**src/rtl/dac_ctrl_pkg.sv**
```systemverilog
`default_nettype none
// ============================================================================
//  Module   : dac_ctrl_pkg
//  Purpose  : Shared types and default constants for the dac045a control
//             slice: FSM state encoding, default frame timing and the mode
//             encodings understood by the dac045a core.
//  Ports    : none (package)
//  Revision : 1.0  initial release
// ============================================================================
package dac_ctrl_pkg;

  // Default frame timing: 11.905 MHz system clock / 300 Hz frame rate.
  localparam int DAC_CLK_DIV_300HZ = 39683;
  localparam int DAC_ARM_CYCLES    = 16;
  localparam int DAC_N_SAMPLES     = 256;

  // dac045a mode encodings.
  localparam logic DAC_MODE_FIXED = 1'b0;
  localparam logic DAC_MODE_WAVE  = 1'b1;

  // Frame scheduler states.
  typedef enum logic [1:0] {
    ST_IDLE  = 2'd0,
    ST_ARM   = 2'd1,
    ST_RUN   = 2'd2,
    ST_DRAIN = 2'd3
  } dac_state_e;

endpackage : dac_ctrl_pkg
`default_nettype wire

```
**src/rtl/dac_frame_scheduler_if.sv**
```systemverilog
`default_nettype none
// ============================================================================
//  Module   : dac_frame_scheduler_if
//  Purpose  : Host-side control bundle for the frame scheduler: run enable,
//             requested mode and the fixed-value valid/ready handshake.
//  Ports    : enable    - run request level (host -> scheduler)
//             mode_req  - requested dac045a mode (host -> scheduler)
//             fv_valid  - fixed value offered (host -> scheduler)
//             fv_data   - fixed value payload, 16 bits (host -> scheduler)
//             fv_ready  - shadow register free (scheduler -> host)
//  Revision : 1.0  initial release
// ============================================================================
interface dac_frame_scheduler_if;

  logic        enable;
  logic        mode_req;
  logic        fv_valid;
  logic [15:0] fv_data;
  logic        fv_ready;

  // Host / register block side.
  modport master (
    output enable,
    output mode_req,
    output fv_valid,
    output fv_data,
    input  fv_ready
  );

  // Frame scheduler side.
  modport slave (
    input  enable,
    input  mode_req,
    input  fv_valid,
    input  fv_data,
    output fv_ready
  );

endinterface : dac_frame_scheduler_if
`default_nettype wire

```
**src/rtl/dac_tick_div.sv**
```systemverilog
`default_nettype none
// ============================================================================
//  Module   : dac_tick_div
//  Purpose  : Free-running modulo-CLK_DIV counter for periodic strobes.
//             Counts 0..CLK_DIV-1 while run=1 and wraps; clear forces the
//             count back to 0 and has priority over run.
//  Ports    : clk    - system clock
//             rst_l  - synchronous active-low reset
//             clear  - force count to 0 on the next edge
//             run    - advance the count on the next edge
//             tick   - count is 0
//             wrap   - count is CLK_DIV-1 (next advance returns to 0)
//  Revision : 1.0  initial release
// ============================================================================
module dac_tick_div #(
  parameter int CLK_DIV = 39683
) (
  input  logic clk,
  input  logic rst_l,
  input  logic clear,
  input  logic run,
  output logic tick,
  output logic wrap
);

  localparam int CNT_W = (CLK_DIV > 2) ? $clog2(CLK_DIV) : 1;
  localparam logic [CNT_W-1:0] c_cnt_last = CNT_W'(CLK_DIV - 1);
  localparam logic [CNT_W-1:0] c_cnt_one  = CNT_W'(1);

  logic [CNT_W-1:0] r_count;

  always_ff @(posedge clk) begin
    if (!rst_l || clear) begin
      r_count <= '0;
    end else if (run) begin
      r_count <= wrap ? '0 : (r_count + c_cnt_one);
    end
  end

  assign tick = (r_count == '0);
  assign wrap = (r_count == c_cnt_last);

endmodule : dac_tick_div
`default_nettype wire

```
**src/rtl/dac_frame_scheduler.sv**
```systemverilog
`default_nettype none
// ============================================================================
//  Module   : dac_frame_scheduler
//  Purpose  : Sequences the dac045a core. Generates the one-cycle frame
//             strobe, drives cs/mode/fixed_value and tracks the waveform
//             sample index. Host mode and fixed-value changes are shadowed
//             and only applied on frame boundaries.
//  Ports    : clk          - system clock
//             rst_l        - synchronous active-low reset
//             host         - host control bundle (slave side)
//             sync_300Hz   - one-cycle frame strobe to dac045a
//             mode         - applied mode to dac045a
//             fixed_value  - applied fixed value to dac045a (16 bits)
//             cs           - dac045a enable
//             sample_index - current waveform sample (valid in mode 1)
//             active       - scheduler is in ARM, RUN or DRAIN
//  Revision : 1.0  initial release
// ============================================================================
module dac_frame_scheduler
  import dac_ctrl_pkg::*;
#(
  parameter int CLK_DIV    = DAC_CLK_DIV_300HZ,
  parameter int ARM_CYCLES = DAC_ARM_CYCLES,
  parameter int N_SAMPLES  = DAC_N_SAMPLES,
  parameter int SAMPLE_W   = 8
) (
  input  logic                clk,
  input  logic                rst_l,
  dac_frame_scheduler_if.slave host,
  output logic                sync_300Hz,
  output logic                mode,
  output logic [15:0]         fixed_value,
  output logic                cs,
  output logic [SAMPLE_W-1:0] sample_index,
  output logic                active
);

  // Arm counter is one bit wider than strictly needed so that ARM_CYCLES=1
  // still yields a legal width.
  localparam int ARM_W = $clog2(ARM_CYCLES + 1);
  localparam logic [ARM_W-1:0]    c_arm_last    = ARM_W'(ARM_CYCLES - 1);
  localparam logic [ARM_W-1:0]    c_arm_one     = ARM_W'(1);
  localparam logic [SAMPLE_W-1:0] c_sample_last = SAMPLE_W'(N_SAMPLES - 1);
  localparam logic [SAMPLE_W-1:0] c_sample_one  = SAMPLE_W'(1);

  dac_state_e          r_state;
  dac_state_e          w_state_nxt;
  logic [ARM_W-1:0]    r_arm_cnt;
  logic                r_mode;
  logic [15:0]         r_fixed_value;
  logic [15:0]         r_shadow;
  logic                r_pending;
  logic [SAMPLE_W-1:0] r_sample_index;
  logic [SAMPLE_W-1:0] w_sample_inc;

  logic w_tick;
  logic w_wrap;
  logic w_div_clear;
  logic w_div_run;
  logic w_apply;     // next cycle is a sync cycle: frame-boundary update edge
  logic w_to_idle;
  logic w_accept;

  // --------------------------------------------------------------------------
  // Frame divider: held at 0 in IDLE/ARM so the first RUN cycle sits at
  // phase 0; keeps counting through DRAIN so a resume preserves phase.
  // --------------------------------------------------------------------------
  assign w_div_clear = (r_state == ST_IDLE) || (r_state == ST_ARM);
  assign w_div_run   = (r_state == ST_RUN)  || (r_state == ST_DRAIN);

  dac_tick_div #(
    .CLK_DIV (CLK_DIV)
  ) u_tick_div (
    .clk   (clk),
    .rst_l (rst_l),
    .clear (w_div_clear),
    .run   (w_div_run),
    .tick  (w_tick),
    .wrap  (w_wrap)
  );

  // --------------------------------------------------------------------------
  // FSM
  // --------------------------------------------------------------------------
  always_ff @(posedge clk) begin
    if (!rst_l) begin
      r_state <= ST_IDLE;
    end else begin
      r_state <= w_state_nxt;
    end
  end

  // w_apply is a look-ahead of the sync strobe: it is high exactly when the
  // next cycle will be RUN with the divider at 0, so the configuration
  // registers update on the same edge that raises sync_300Hz.
  always_comb begin
    w_state_nxt = r_state;
    w_apply     = 1'b0;
    unique case (r_state)
      ST_IDLE: begin
        if (host.enable) begin
          w_state_nxt = ST_ARM;
        end
      end
      ST_ARM: begin
        if (!host.enable) begin
          w_state_nxt = ST_IDLE;
        end else if (r_arm_cnt == c_arm_last) begin
          w_state_nxt = ST_RUN;
          w_apply     = 1'b1;
        end
      end
      // RUN and DRAIN share the same transitions; they differ only in
      // whether the divider landing on 0 produces a sync (RUN) or not.
      ST_RUN, ST_DRAIN: begin
        if (w_wrap) begin
          if (host.enable) begin
            w_state_nxt = ST_RUN;
            w_apply     = 1'b1;
          end else begin
            w_state_nxt = ST_IDLE;
          end
        end else begin
          w_state_nxt = host.enable ? ST_RUN : ST_DRAIN;
        end
      end
      default: begin
        w_state_nxt = ST_IDLE;
      end
    endcase
  end

  assign w_to_idle = (r_state != ST_IDLE) && (w_state_nxt == ST_IDLE);

  // Arm counter runs only while in ARM; any other state parks it at 0.
  always_ff @(posedge clk) begin
    if (!rst_l) begin
      r_arm_cnt <= '0;
    end else if (r_state == ST_ARM) begin
      r_arm_cnt <= r_arm_cnt + c_arm_one;
    end else begin
      r_arm_cnt <= '0;
    end
  end

  // --------------------------------------------------------------------------
  // Fixed-value shadow. fv_ready is simply !pending, so an accept and a
  // frame-boundary clear of pending can never coincide.
  // --------------------------------------------------------------------------
  assign w_accept = host.fv_valid && !r_pending;

  always_ff @(posedge clk) begin
    if (!rst_l) begin
      r_pending <= 1'b0;
      r_shadow  <= '0;
    end else if (w_accept) begin
      r_pending <= 1'b1;
      r_shadow  <= host.fv_data;
    end else if (w_apply) begin
      r_pending <= 1'b0;
    end
  end

  // --------------------------------------------------------------------------
  // Frame-boundary apply of mode / fixed value and sample index tracking.
  // The index only advances when both the old and new mode are waveform;
  // entering waveform mode restarts the waveform at sample 0.
  // --------------------------------------------------------------------------
  assign w_sample_inc = (r_sample_index == c_sample_last) ? '0
                                                          : (r_sample_index + c_sample_one);

  always_ff @(posedge clk) begin
    if (!rst_l) begin
      r_mode         <= DAC_MODE_FIXED;
      r_fixed_value  <= '0;
      r_sample_index <= '0;
    end else if (w_apply) begin
      r_mode <= host.mode_req;
      if (r_pending) begin
        r_fixed_value <= r_shadow;
      end
      if ((host.mode_req == DAC_MODE_WAVE) && (r_mode == DAC_MODE_WAVE)) begin
        r_sample_index <= w_sample_inc;
      end else begin
        r_sample_index <= '0;
      end
    end else if (w_to_idle) begin
      r_sample_index <= '0;
    end
  end

  // --------------------------------------------------------------------------
  // Outputs (all decoded from registers)
  // --------------------------------------------------------------------------
  assign host.fv_ready = !r_pending;
  assign sync_300Hz    = (r_state == ST_RUN) && w_tick;
  assign mode          = r_mode;
  assign fixed_value   = r_fixed_value;
  assign sample_index  = r_sample_index;
  assign active        = (r_state != ST_IDLE);
  assign cs            = (r_state != ST_IDLE);

endmodule : dac_frame_scheduler
`default_nettype wire

```
**src/flat_wrapper.sv**
```systemverilog
// flat-port wrapper written by rule: the top's interface ports become plain ports
module dac_frame_scheduler_flat import dac_ctrl_pkg::*;
#(
  parameter int CLK_DIV    = DAC_CLK_DIV_300HZ,
  parameter int ARM_CYCLES = DAC_ARM_CYCLES,
  parameter int N_SAMPLES  = DAC_N_SAMPLES,
  parameter int SAMPLE_W   = 8
)
  (clk, rst_l, sync_300Hz, mode, fixed_value, cs, sample_index, active, host_enable, host_mode_req, host_fv_valid, host_fv_data, host_fv_ready);
  dac_frame_scheduler_if host_i ();
  input  logic clk;
  input  logic rst_l;
  output logic sync_300Hz;
  output logic mode;
  output logic [15:0] fixed_value;
  output logic cs;
  output logic [SAMPLE_W-1:0] sample_index;
  output logic active;
  input wire logic [$bits(host_i.enable)-1:0] host_enable;
  input wire logic [$bits(host_i.mode_req)-1:0] host_mode_req;
  input wire logic [$bits(host_i.fv_valid)-1:0] host_fv_valid;
  input wire logic [$bits(host_i.fv_data)-1:0] host_fv_data;
  output wire logic [$bits(host_i.fv_ready)-1:0] host_fv_ready;
  assign host_i.enable = host_enable;
  assign host_i.mode_req = host_mode_req;
  assign host_i.fv_valid = host_fv_valid;
  assign host_i.fv_data = host_fv_data;
  assign host_fv_ready = host_i.fv_ready;
  dac_frame_scheduler #(.CLK_DIV(CLK_DIV), .ARM_CYCLES(ARM_CYCLES), .N_SAMPLES(N_SAMPLES), .SAMPLE_W(SAMPLE_W)) u_core (.clk(clk), .rst_l(rst_l), .host(host_i), .sync_300Hz(sync_300Hz), .mode(mode), .fixed_value(fixed_value), .cs(cs), .sample_index(sample_index), .active(active));
endmodule
```
**config.mk**
```make
export PLATFORM = sky130hd
export DESIGN_NAME = dac_frame_scheduler_flat
export DESIGN_NICKNAME = d
export VERILOG_FILES = /design/src/rtl/dac_ctrl_pkg.sv /design/src/rtl/dac_frame_scheduler_if.sv /design/src/rtl/dac_tick_div.sv /design/src/rtl/dac_frame_scheduler.sv /design/src/flat_wrapper.sv
export SDC_FILE = /design/constraint.sdc
export NUM_CORES = 1
export LEC_CHECK = 0
export ABC_CLOCK_PERIOD_IN_PS = 3280
export BUFFER_PORTS_ARGS = -buffer_cell sky130_fd_sc_hd__buf_2
export CORE_ASPECT_RATIO = 0.75
export CORE_MARGIN = 3
export CORE_UTILIZATION = 40
export DETAILED_ROUTE_END_ITERATION = 10
export SYNTH_ARGS = -nofsm -noshare
export SYNTH_HDL_FRONTEND = slang
export SYNTH_SLANG_ARGS = --single-unit
```
**constraint.sdc**
```tcl
create_clock -name clk -period 3.28 [get_ports clk]
set_input_delay 0.164 -clock clk [delete_from_list [all_inputs] [get_ports clk]]
set_output_delay 0.164 -clock clk [all_outputs]
set_load 0.01 [all_outputs]
```
* After elaboration in Yosys (flattened, before gate mapping) *
Cells that the tools add are included.

word-level totals
  flip-flop bits (word level) = 65
  input bits = 21
  logic and storage cells = 54

operators by class
  $add $sub $neg = 3
  equal/unequal tests = 6
  multiplexer cells = 19
  reductions and logical operators = 18

operators by type and width
  kind                     count
  $mux W8                  4
  $add A16 B1 Y16 const B  1
  $eq A16 B16 Y1 const B   1
  $logic_not A16 Y1        1
  $mux W16                 1
  $mux W2                  5
  $add A8 B1 Y8 const B    1
  $eq A8 B8 Y1 const B     1
  $mux W1                  7
  $pmux W2 S3              1
  $reduce_bool A2 Y1       3
  $add A5 B1 Y5 const B    1
  $eq A5 B4 Y1 const B     1
  $eq A2 B2 Y1 const B     2
  $logic_and A1 B1 Y1      4
  $logic_not A2 Y1         2
  $reduce_and A2 Y1        2
  $logic_or A1 B1 Y1       3
  $eq A2 B1 Y1 const B     1
  $logic_not A1 Y1         2
  $pmux W1 S2              1
  $reduce_or A2 Y1         1

* Longest topological paths before layout *
Gate-level depths: netlist of the first run.

  depth after elaboration = 8
  gate-level depth with buffers = 9
  depth with buffers taken out = 8

* Hierarchy *
Synthesis of the first run repeated with hierarchy kept, for this count alone.

second synthesis, totals
  cell total of the unflattened synthesis = 320
  area total of the unflattened synthesis = 2845.2 um^2

modules (own cells, without submodules)
  module               instances  cells each  area each (um^2)
  dac_frame_scheduler  1          221         1976.9
  dac_tick_div         1          99          868.3

* Worst setup path after synthesis of the first run *
Ideal clock, no wire load.

  kind = register -> register
  start = register u_core.r_arm_cnt[0]
  end = register u_core.r_sample_index[5], in the netlist u_core.sample_index[5]
  arrival time = 1.696 ns
  path slack = 1.478 ns
  stages on the path, launching flop included = 9
  buffers on the path = 0
  cell sequence = dfxtp_1 -> ha_1 -> and3_1 -> ha_1 -> a21o_1 -> nand3_1 -> a31oi_1 -> nand2_1 -> o311ai_0

on the way
  longest elaborated chain between the ends = 7

RTL lines
  element                              RTL line                    RTL
  start, declared                      dac_frame_scheduler.sv:48   logic [ARM_W-1:0] r_arm_cnt;
  start signal, assigned               dac_frame_scheduler.sv:140  r_arm_cnt <= r_arm_cnt + c_arm_one;
  $eq A5 B4 Y1 *                       dac_frame_scheduler.sv:108  end else if (r_arm_cnt == c_arm_last) begin
  $mux W2                              dac_frame_scheduler.sv:108
  $mux W2                              dac_frame_scheduler.sv:106  if (!host.enable) begin
  $pmux W2 S3                          dac_frame_scheduler.sv:99   unique case (r_state)
  $logic_not A2 Y1                     dac_frame_scheduler.sv:133  assign w_to_idle = (r_state != ST_IDLE) && (w_state_nxt == ST_IDLE);
  $logic_and A1 B1 Y1                  dac_frame_scheduler.sv:133
  $reduce_bool A2 Y1 (no source line)  -
  end signal, assigned                 dac_frame_scheduler.sv:183  r_sample_index <= w_sample_inc;
  end, declared                        dac_frame_scheduler.sv:53   logic [SAMPLE_W-1:0] r_sample_index;

Mark *: on every way between the ends. The rest lies on a longest branch, timed or not.
A chain may end at the register's enable or synchronous reset.

* Worst setup path in the final report of the first run *
  start = register u_core.u_tick_div.r_count[0]
  end = output sync_300Hz

on the way
  longest elaborated chain between the ends = 2

RTL lines
  element                 RTL line                    RTL
  start, declared         dac_tick_div.sv:30          logic [CNT_W-1:0] r_count;
  start signal, assigned  dac_tick_div.sv:36          r_count <= wrap ? '0 : (r_count + c_cnt_one);
  $logic_not A16 Y1       dac_tick_div.sv:40          assign tick = (r_count == '0);
  $logic_and A1 B1 Y1     dac_frame_scheduler.sv:196  assign sync_300Hz = (r_state == ST_RUN) && w_tick;
  end, declared           flat_wrapper.sv:13          output logic sync_300Hz;

Every way passes these cells.

==> impl_metrics.toml, run 1 <==
[sta]
clock-skew-final_ns = 0.00695
period_needed_ns = 2.16
hold_viol = 0
fin_setup_tns_ns = 0
finalMaxSlewViolations = 0
finalCritPeriodShare_pct = 65.9
setup_violations = 0
setup_ws_ns = 1.12
fmax_mhz = 463
tightestPinTransition_ns = 0.583
rsz0062_at_grt = "no"
relSlewSlack_pct = 61.0

[clock_network]
cts_buffer_depth = 2
path_clk_slew_ns = 0.07
ctsHoldBuffers = 0
tritoncts = "yes"
cts.repair.resized = 0
cts_buffers = 9
cts.sinks = 65
worstSkewPairLatency_ns = 0.33
root_buffer = "clkbuf_8"
cts_setup_buffers = 0
htreeDepth = 3

[drt]
viasPerCell = 4.98
drt-initial-drc-count = 103
wl_per_cell_um = 12.5
drc = 0
vias = 2244
ant_nets = 0
dr.pass1.iters = 4
wl_um = 5630

[setup_path]
cp-start-kind = "flop"
crit_type = "flop to output port"
cp_max_fo = 4
reg2reg_depth = 9
arrival_ns = 2.00
required_ns = 3.12
cp-end-kind = "output port"

[final_layout]
fin_util_pct = 50.7
synthToLayoutAreaGrowth_pct = 18.2
drive_above_1_share_pct = 25.1
num_antenna_cells = 0
stdcell_area_um2 = 3310
instances_no_fill = 451
final_nets = 392
fill_cells = 620

[grt]
grt_usage_pct = 15.3
grt_use_met3_pct = 6.57
grt-busiest-layer = "met2"
grt_max_degree = 58
antenna_found_initial = 0
grt_pass1_vias = 2051
grt_pass1_wl_um = 9640
grtUsageMet1_pct = 21.1
grt-ovfl-total = 0
use_met2_pct = 21.6

[synthesis]
ys_top_cells_by_area = "dfxtp_1 46%, nand2_1 9.0%, nand3_1 5.0%, a21boi_0 4.6%, o21ai_2 4.1%"
synth_ff_type = "dfxtp_1"
synth_top_area_share_pct = 46.4
syn-mean-instance-area_um2 = 8.87
ys_ff_latch = 65
netlist_area_um2 = 2800
synth_cell_type_count = 42
synth_nets = 343
yosysTopAreaCell = "dfxtp_1"
ys_warn_count = 0
synthCells = 316
ys_async_sr_fraction_pct = 0
yosysSeqAreaShare_pct = 46.4
synth_edf_count = 0

[die]
die_height_um = 78.5
die_area_um2 = 8050
fp-row-count = 25
start_util_pct = 42.9
die_w_um = 103
pin_count = 50
core_um2 = 6540

[pwr]
cellPowerDensity_nw_per_um2 = 489
p_leak_nw = 1.36
max-vdd-ir-drop_uv = 214

[run]
cap_violations = 0

[place]
dpl_cell_area_um2 = 3090
place.gp.congestion = 0.783
pre_cts_slack_ns = 1.18
placedCellCount = 435
dp_hpwl_um = 3850
io_buffers = 49

[outcome]
status = "complete, no violations"

[worst_hold_path]
hold_depth = 3
hold_path.class = "input pin to flop"
final timing paths:
path / start / endpoint / slack, ns
hold reg to reg: u_core.r_shadow[15] / u_core.fixed_value[15] / 0.45
setup / recovery: u_core.u_tick_div.r_count[0] / sync_300Hz / 1.12
hold / removal: host_fv_data[9] / u_core.r_shadow[9] / 0.08
setup reg to reg: u_core.r_arm_cnt[0] / u_core.fixed_value[5] / 1.19
final cells by class:
cell class | instances | area, µm² | share of cell area (%)
clock buffer | 15 | 196 | 5.93
clock inverter | 1 | 30.0 | 0.907
inverter | 8 | 30.0 | 0.907
multi-input combinational | 229 | 1390 | 41.8
sequential | 65 | 1300 | 39.3
tap | 81 | 101 | 3.06
timing repair buffer | 52 | 268 | 8.08
cells by family after synthesis:
| family | Yosys count | share of synthesized area [%] |
|---|---|---|
| DFF | 65 | 46.4 |
| adders and majority gates | 6 | 2.68 |
| AOI/OAI and AO/OA | 55 | 14.8 |
| and+or+nand+nor | 152 | 26.9 |
| xor gates and xnor gates | 16 | 5.00 |
| buffers and inverters | 22 | 4.11 |
state kept, by name, indices dropped and copies added (netlist names):
signal and count:
u_core.r_pending 1, u_core.mode 1, u_core.r_arm_cnt 5, u_core.u_tick_div.r_count 16, u_core.fixed_value 16, u_core.r_shadow 16
u_core.r_state 2, u_core.sample_index 8
power breakdown:
part	internal (mW)	leakage, nW	total [mW]	switching (mW)
Clock	0.456	0.116	0.745	0.289
Combinational	0.0249	0.721	0.0628	0.0380
Sequential	0.803	0.527	0.810	0.00749
metrics by stage:
stage	hold slack, ns	power, mW
2_1_floorplan	0.303	0.866
3_3_place_gp	0.417	0.890
3_5_place_dp	0.422	0.892
4_1_cts	0.0606	1.64
5_1_grt	0.0573	1.69
6_report	0.0760	1.62
cell usage in the layout (no fill, tap or decap), types with 3 or more instances in the layout:
| cell type | instances |
|---|---|
| a21boi_0 | 17 |
| and3_1 | 5 |
| and4_1 | 3 |
| buf_2 | 49 |
| buf_4 | 3 |
| clkbuf_8 | 14 |
| dfxtp_1 | 65 |
| ha_1 | 6 |
| inv_1 | 8 |
| nand2_1 | 67 |
| nand3_1 | 28 |
| nand3_2 | 3 |
| nand4_1 | 4 |
| nor2_1 | 25 |
| o21ai_0 | 11 |
| o21ai_2 | 13 |
| xnor2_1 | 3 |
| xor2_1 | 13 |
per-layer routing:
metal / vias to the layer above / wire [µm]
li1: 1173 / -
met1: 1022 / 2870
met2: 44 / 2420
met3: 5 / 295
met4: 0 / 51
met5: - / 0
synth_stat cells (2+ instances only):
library cell  instances
o31ai_1               2
dfxtp_1              65
nor2b_1               2
buf_6                 3
buf_2                 2
clkbuf_1              7
a21boi_0             17
ha_1                  6
a21oi_1               2
o21ai_2              13
xor2_1               13
and4_2                2
nand2_1              67
inv_1                 8
o211a_1               2
nand4_1               4
nand3_1              28
o211ai_1              2
and4_1                3
nor2_1               25
nand2b_1              2
xnor2_1               3
and3_1                5
nor3_1                2
o21ai_0              11
nand3_2               3
buf_4                 2
critical path, stage by stage (launching register included):
cell and delay, ns:
dfxtp_1 0.33, inv_1 0.09, ha_1 0.13, or4b_2 0.60, nor4_1 0.16, and4_2 0.23
buf_2 0.13
Note: power is estimated with default switching activity, not from simulation.
==> run 2, diff against run 1 <==
- ABC_AREA: default -> 1
- ABC_CLOCK_PERIOD_IN_PS: 3280 -> 1910
- clock period: 3.28 -> 1.91 ns (I/O delays scaled with it)
==> run 2 against run 1 <==
Die area increased by 5.0%. Wire length is 12% higher. Final area increased by 7.3%. Clock power is 46% higher. Sequential share of layout area is 2.7 points lower. Count of clock-buffer cells in the layout fell by 2. Non-clock buffer count increased by 8. Combinational power grew 110%. Register-to-register slack got worse by 1.0 ns. Critical endpoint is now u_core.fixed_value[15].
==> impl_metrics.toml, run 2 <==
[outcome]
status = "complete, no violations"

[synthesis]
synth_top_area_share_pct = 44.1
synthTopCellsByCount = "74 x nor2_1, 65 x dfxtp_1, 64 x nand2_1"
synth_ff_type = "dfxtp_1"
yosysTopAreaCell = "dfxtp_1"
yosysMostFrequentCell = "nor2_1"
synth_edf_count = 0
synth_nets = 415
ys_async_sr_fraction_pct = 0
yosysSeqAreaShare_pct = 44.1
syn-mean-instance-area_um2 = 7.60
synthCells = 388
ys_warn_count = 0
netlist_area_um2 = 2950
ys_top_cells_by_area = "dfxtp_1 44%, nor2_1 9.4%, nand2_1 8.1%, nand3_1 5.4%, inv_1 4.7%"
synth_cell_type_count = 34
ys_ff_latch = 65

[clock_network]
root_buffer = "clkbuf_8"
cts.sinks = 65
tritoncts = "yes"
path_clk_slew_ns = 0.07
worstSkewPairLatency_ns = 0.34
cts_buffers = 9
htreeDepth = 3
cts_buffer_depth = 2

[die]
die_area_um2 = 8450
pin_count = 50
die_height_um = 80.4
start_util_pct = 42.2
fp-row-count = 26
core_um2 = 6990
die_w_um = 105

[drt]
ant_nets = 0
dr.pass1.iters = 4
wl_um = 6340
wl_per_cell_um = 11.5
drc = 0
drt-initial-drc-count = 92
vias = 2567
viasPerCell = 4.66

[final_layout]
final_nets = 475
num_antenna_cells = 0
stdcell_area_um2 = 3550
mostFrequentLayoutCells = "74 x nor2_1, 65 x dfxtp_1, 64 x nand2_1, 49 x buf_2, 37 x inv_1"
fin_util_pct = 50.8
synthToLayoutAreaGrowth_pct = 20.5
drive_above_1_share_pct = 21.9
layout_commonest_cell = "nor2_1"

[sta]
clock-skew-final_ns = 0.0112
period_needed_ns = 1.76
setup_violations = 0
rsz0062_at_grt = "no"
hold_viol = 0
fmax_mhz = 568
finalCritPeriodShare_pct = 92.1
tightestPinTransition_ns = 0.513
finalMaxSlewViolations = 0
relSlewSlack_pct = 65.7
fin_setup_tns_ns = 0
setup_ws_ns = 0.151

[grt]
grt_pass1_wl_um = 10700
grt_pass1_vias = 2321
grt_max_degree = 24
grt-ovfl-total = 0
antenna_found_initial = 0
grt_usage_pct = 16.0

[place]
pre_cts_slack_ns = 0.136
dpl_cell_area_um2 = 3270
dp_hpwl_um = 4570
io_buffers = 49
place.gp.congestion = 0.847

[setup_path]
required_ns = 2.12
arrival_ns = 1.96
cp-start-kind = "flop"
cp-end-kind = "flop"
cp_max_fo = 17
reg2reg_slack_ns = 0.15
crit_type = "flop to flop"

[pwr]
swShare_pct = 23.2
combPwrFrac_pct = 5.0
p_leak_nw = 1.41
max-vdd-ir-drop_uv = 410
p_clk_share_pct = 41.5
intPower_mw = 2.02
power_switching_uw = 610
power_frac_seq_pct = 53.5
cellPowerDensity_nw_per_um2 = 739

[run]
cap_violations = 0

[worst_hold_path]
hold_path.class = "input pin to flop"
==> run 2: cell types whose count changed in the layout (fill, tap and decap cells not counted), moves of 9 or more <==
cell	change
nor2_1	+49
inv_1	+29
a21oi_1	+24
nand3_2	+9
o21ai_2	-13
a21boi_0	-17
==> run 2: cells by family after synthesis <==
kind of cell	synth area share, %
simple gates	32.7
flops	44.1
compound gates	9.84
buf+inv	8.40
xor+xnor	2.37
fa+ha+maj	2.54
==> run 2: final timing paths <==
check                                         start                endpoint  depth (start not counted)
worst max register to register  u_core.r_arm_cnt[0]  u_core.fixed_value[15]                         10
worst min-delay path                host_fv_data[2]      u_core.r_shadow[2]                          3
worst max-delay path            u_core.r_arm_cnt[0]  u_core.fixed_value[15]                         10
worst min register to register  u_core.r_arm_cnt[0]     u_core.r_arm_cnt[0]                          1
==> run 2: worst max-delay path, cell delays in order, from the launching register on <==
cell	delay [ns]
dfxtp_1	0.36
ha_1	0.18
nand2_1	0.07
nor2_1	0.09
ha_1	0.16
o21ai_1	0.09
nor2_4	0.26
nand3_2	0.11
buf_6	0.17
nand2_1	0.07
a21oi_1	0.07
==> run 2: routing by layer <==
metal	track usage [%]	vias to the layer above	part of all wire (%)
li1	-	1366	-
met2	23.8	68	41
met3	5.70	9	5.9
met4	3.93	0	0.98
met1	22.0	1124	52
met5	0	-	0
==> run 2: cell type report <==
type / count / area [µm²]
multi-input combinational: 271 / 1410
timing repair buffer: 60 / 344
fill: 686 / 3440
clock buffer: 13 / 169
clock inverter: 3 / 23.8
tap: 98 / 123
sequential: 65 / 1300
inverter: 41 / 181
==> run 2: what timing repair did <==
| action | 4_1_cts | 5_1_grt |
|---|---|---|
| hold buffers | 4 | 1 |
| resized for setup | 0 | 6 |
| buffers inserted | 0 | 1 |
| setup endpoints to repair | 0 | 16 |
| hold endpoints to repair | 4 | 1 |
==> run 2: power by group through the flow <==
| stage | Sequential [mW] | Combinational (mW) | Clock, mW |
|---|---|---|---|
| 6_report | 1.41 | 0.131 | 1.09 |
| 5_1_grt | 1.41 | 0.149 | 1.19 |
| 4_1_cts | 1.40 | 0.131 | 1.12 |
| 3_5_place_dp | 1.44 | 0.124 | 0 |
| 3_3_place_gp | 1.43 | 0.122 | 0 |
| 2_1_floorplan | 1.43 | 0.0811 | 0 |
==> run 2: metrics by stage <==
| stage | cells | power, mW | hold WS (ns) |
|---|---|---|---|
| final | 551 | 2.63 | 0.00911 |
| after global routing | 551 | 2.75 | 0.0135 |
| after CTS | 548 | 2.66 | 0.00101 |
| after detailed placement | 528 | 1.56 | 0.350 |
| after global placement | 528 | 1.56 | 0.345 |
| after floorplan | 388 | 1.51 | 0.229 |
==> run 3, diff against run 2 <==
- CORE_UTILIZATION: 40 -> 35
==> run 3 against run 2 <==
Clock power rose by 25%. Critical endpoint is now u_core.sample_index[0]. Largest power group unchanged. Sequential power barely moved. Register-to-register slack barely moved. Critical path type unchanged. Worst setup slack got worse by 0.00063 ns. Cell count rose by 1.6%. Power rose by 10%.
==> impl_metrics.toml, run 3 (synthesized netlist as in run 2, its figures left out) <==
[final_layout]
layout_commonest_cell = "nor2_1"
multi_input_area_um2 = 1400
num_antenna_cells = 0
seq_area_um2 = 1300
drive_above_1_share_pct = 21.8
synthToLayoutAreaGrowth_pct = 22.6
mostFrequentLayoutCells = "74 x nor2_1, 64 x nand2_1, 64 x dfxtp_1, 49 x buf_2, 37 x inv_1"
final_nets = 477
fill_cells = 816

[grt]
grt_pass1_vias = 2572
grt_pass1_wl_um = 11400
grt_usage_pct = 14.6
grt_max_degree = 24
grt-ovfl-total = 0
antenna_found_initial = 0

[worst_hold_path]
whs_endpoint = "u_core.mode"
min_from = "host_mode_req"
hold_depth = 3
hold_path.class = "input pin to flop"

[sta]
relSlewSlack_pct = 65.8
period_needed_ns = 1.76
clock-skew-final_ns = 0.0115
fin_setup_tns_ns = 0
finalMaxSlewViolations = 0
worst_hold_slack_ns = 0.0203
rsz0062_at_grt = "no"
fmax_mhz = 568
setup_violations = 0
tightestPinTransition_ns = 0.513
hold_viol = 0
finalCritPeriodShare_pct = 92.2

[outcome]
status = "complete, no violations"

[setup_path]
required_ns = 2.17
reg2reg_slack_ns = 0.15
r2r-end = "u_core.sample_index[0]"
crit_type = "flop to flop"
cp_max_fo = 23
cp_top_family = "simple AND/OR/NAND/NOR gates"
crit_path_max_incr_delay_ns = 0.35
cp-start-kind = "flop"
crit_buf_inv = 1
crit_chain = "ha_1 > nand2_1 > nor2_1 > ha_1 > o21ai_1 > nor2_4 > nand2_8 > inv_16 > nand2_1 > a21oi_2"
reg2reg_from = "u_core.r_arm_cnt[0]"
arrival_ns = 2.02
reg2reg_depth = 10
cp-end-kind = "flop"
cp_slowest_cell = "dfxtp_2"

[drt]
wl_um = 6530
dr.pass1.iters = 4
drc = 0
wl_per_cell_um = 11.7
drt-initial-drc-count = 110
viasPerCell = 4.63
vias = 2592
ant_nets = 0

[die]
core_um2 = 8020
die_w_um = 112
die_height_um = 85.5
pin_count = 50
die_area_um2 = 9580
start_util_pct = 36.8
fp-row-count = 28

[place]
io_buffers = 49
place.gp.congestion = 0.820
dp_hpwl_um = 4680

[clock_network]
htreeDepth = 3
cts_buffers = 9
worstSkewPairLatency_ns = 0.34
tritoncts = "yes"
cts.sinks = 65
path_clk_slew_ns = 0.07
cts_buffer_depth = 2
root_buffer = "clkbuf_8"

[pwr]
cellPowerDensity_nw_per_um2 = 800
max-vdd-ir-drop_uv = 409
p_leak_nw = 1.44

[run]
cap_violations = 0
## run 3: routing by layer
| layer | vias up | wire, µm | track usage [%] |
|---|---|---|---|
| met5 | - | 0 | 0 |
| met4 | 0 | 36 | 4.69 |
| met3 | 2 | 224 | 4.80 |
| met2 | 42 | 2920 | 23.3 |
| met1 | 1171 | 3350 | 18.8 |
| li1 | 1377 | - | - |
## run 3: timing repair
item / in CTS / in global routing
hold endpoints to repair: 9 / 0
buffers inserted: 0 / 1
hold buffers: 9 / 0
gates resized for setup: 0 / 6
setup endpoints to repair: 0 / 24
## run 3: report_power, final
| part | internal, mW | total [mW] | switching (mW) |
|---|---|---|---|
| Sequential | 1.39 | 1.40 | 0.0185 |
| Clock | 0.791 | 1.36 | 0.564 |
| Combinational | 0.0546 | 0.136 | 0.0810 |
| Total | 2.23 | 2.89 | 0.664 |
## run 3: final cells by class
class,count,share of cell area (%)
Clock inverter,6,2.70
Sequential cell,65,36.0
Tap cell,105,3.63
Inverter,41,4.74
Timing Repair Buffer,63,10.4
Multi-Input combinational cell,270,38.7
Clock buffer,10,3.80
## run 3: how the worst max path moves through the flow
stage | startpoint | to | slack, ns | depth (start not counted)
floorplan | u_core.r_arm_cnt[0] | u_core.fixed_value[15] | 0.28 | 10
global placement | u_core.r_arm_cnt[0] | u_core.sample_index[6] | 0.20 | 10
detailed placement | u_core.r_arm_cnt[0] | u_core.sample_index[3] | 0.11 | 10
CTS | u_core.r_arm_cnt[0] | u_core.sample_index[0] | 0.05 | 10
global route | u_core.r_arm_cnt[0] | u_core.fixed_value[0] | 0.02 | 10
finish | u_core.r_arm_cnt[0] | u_core.sample_index[0] | 0.15 | 10
## run 3: per-stage QoR
step / setup slack [ns] / total power [mW] / area, µm² / utilization, % / instances
finish: 0.150 / 2.89 / 3620 / 45.1 / 560
floorplan: 0.279 / 1.51 / 2950 / - / 388
global placement: 0.200 / 1.55 / 3270 / 40.8 / 534
CTS: 0.0479 / 2.94 / 3590 / 44.8 / 559
global route: 0.0206 / 3.03 / 3620 / 45.1 / 560
detailed placement: 0.105 / 1.56 / 3270 / 40.8 / 534
## run 3: worst register-to-register path, stage by stage (launching register included)
cell     delay, ns
dfxtp_2       0.35
ha_1          0.17
nand2_1       0.08
nor2_1        0.12
ha_1          0.17
o21ai_1       0.10
nor2_4        0.24
nand2_8       0.12
inv_16        0.13
nand2_1       0.08
a21oi_2       0.14
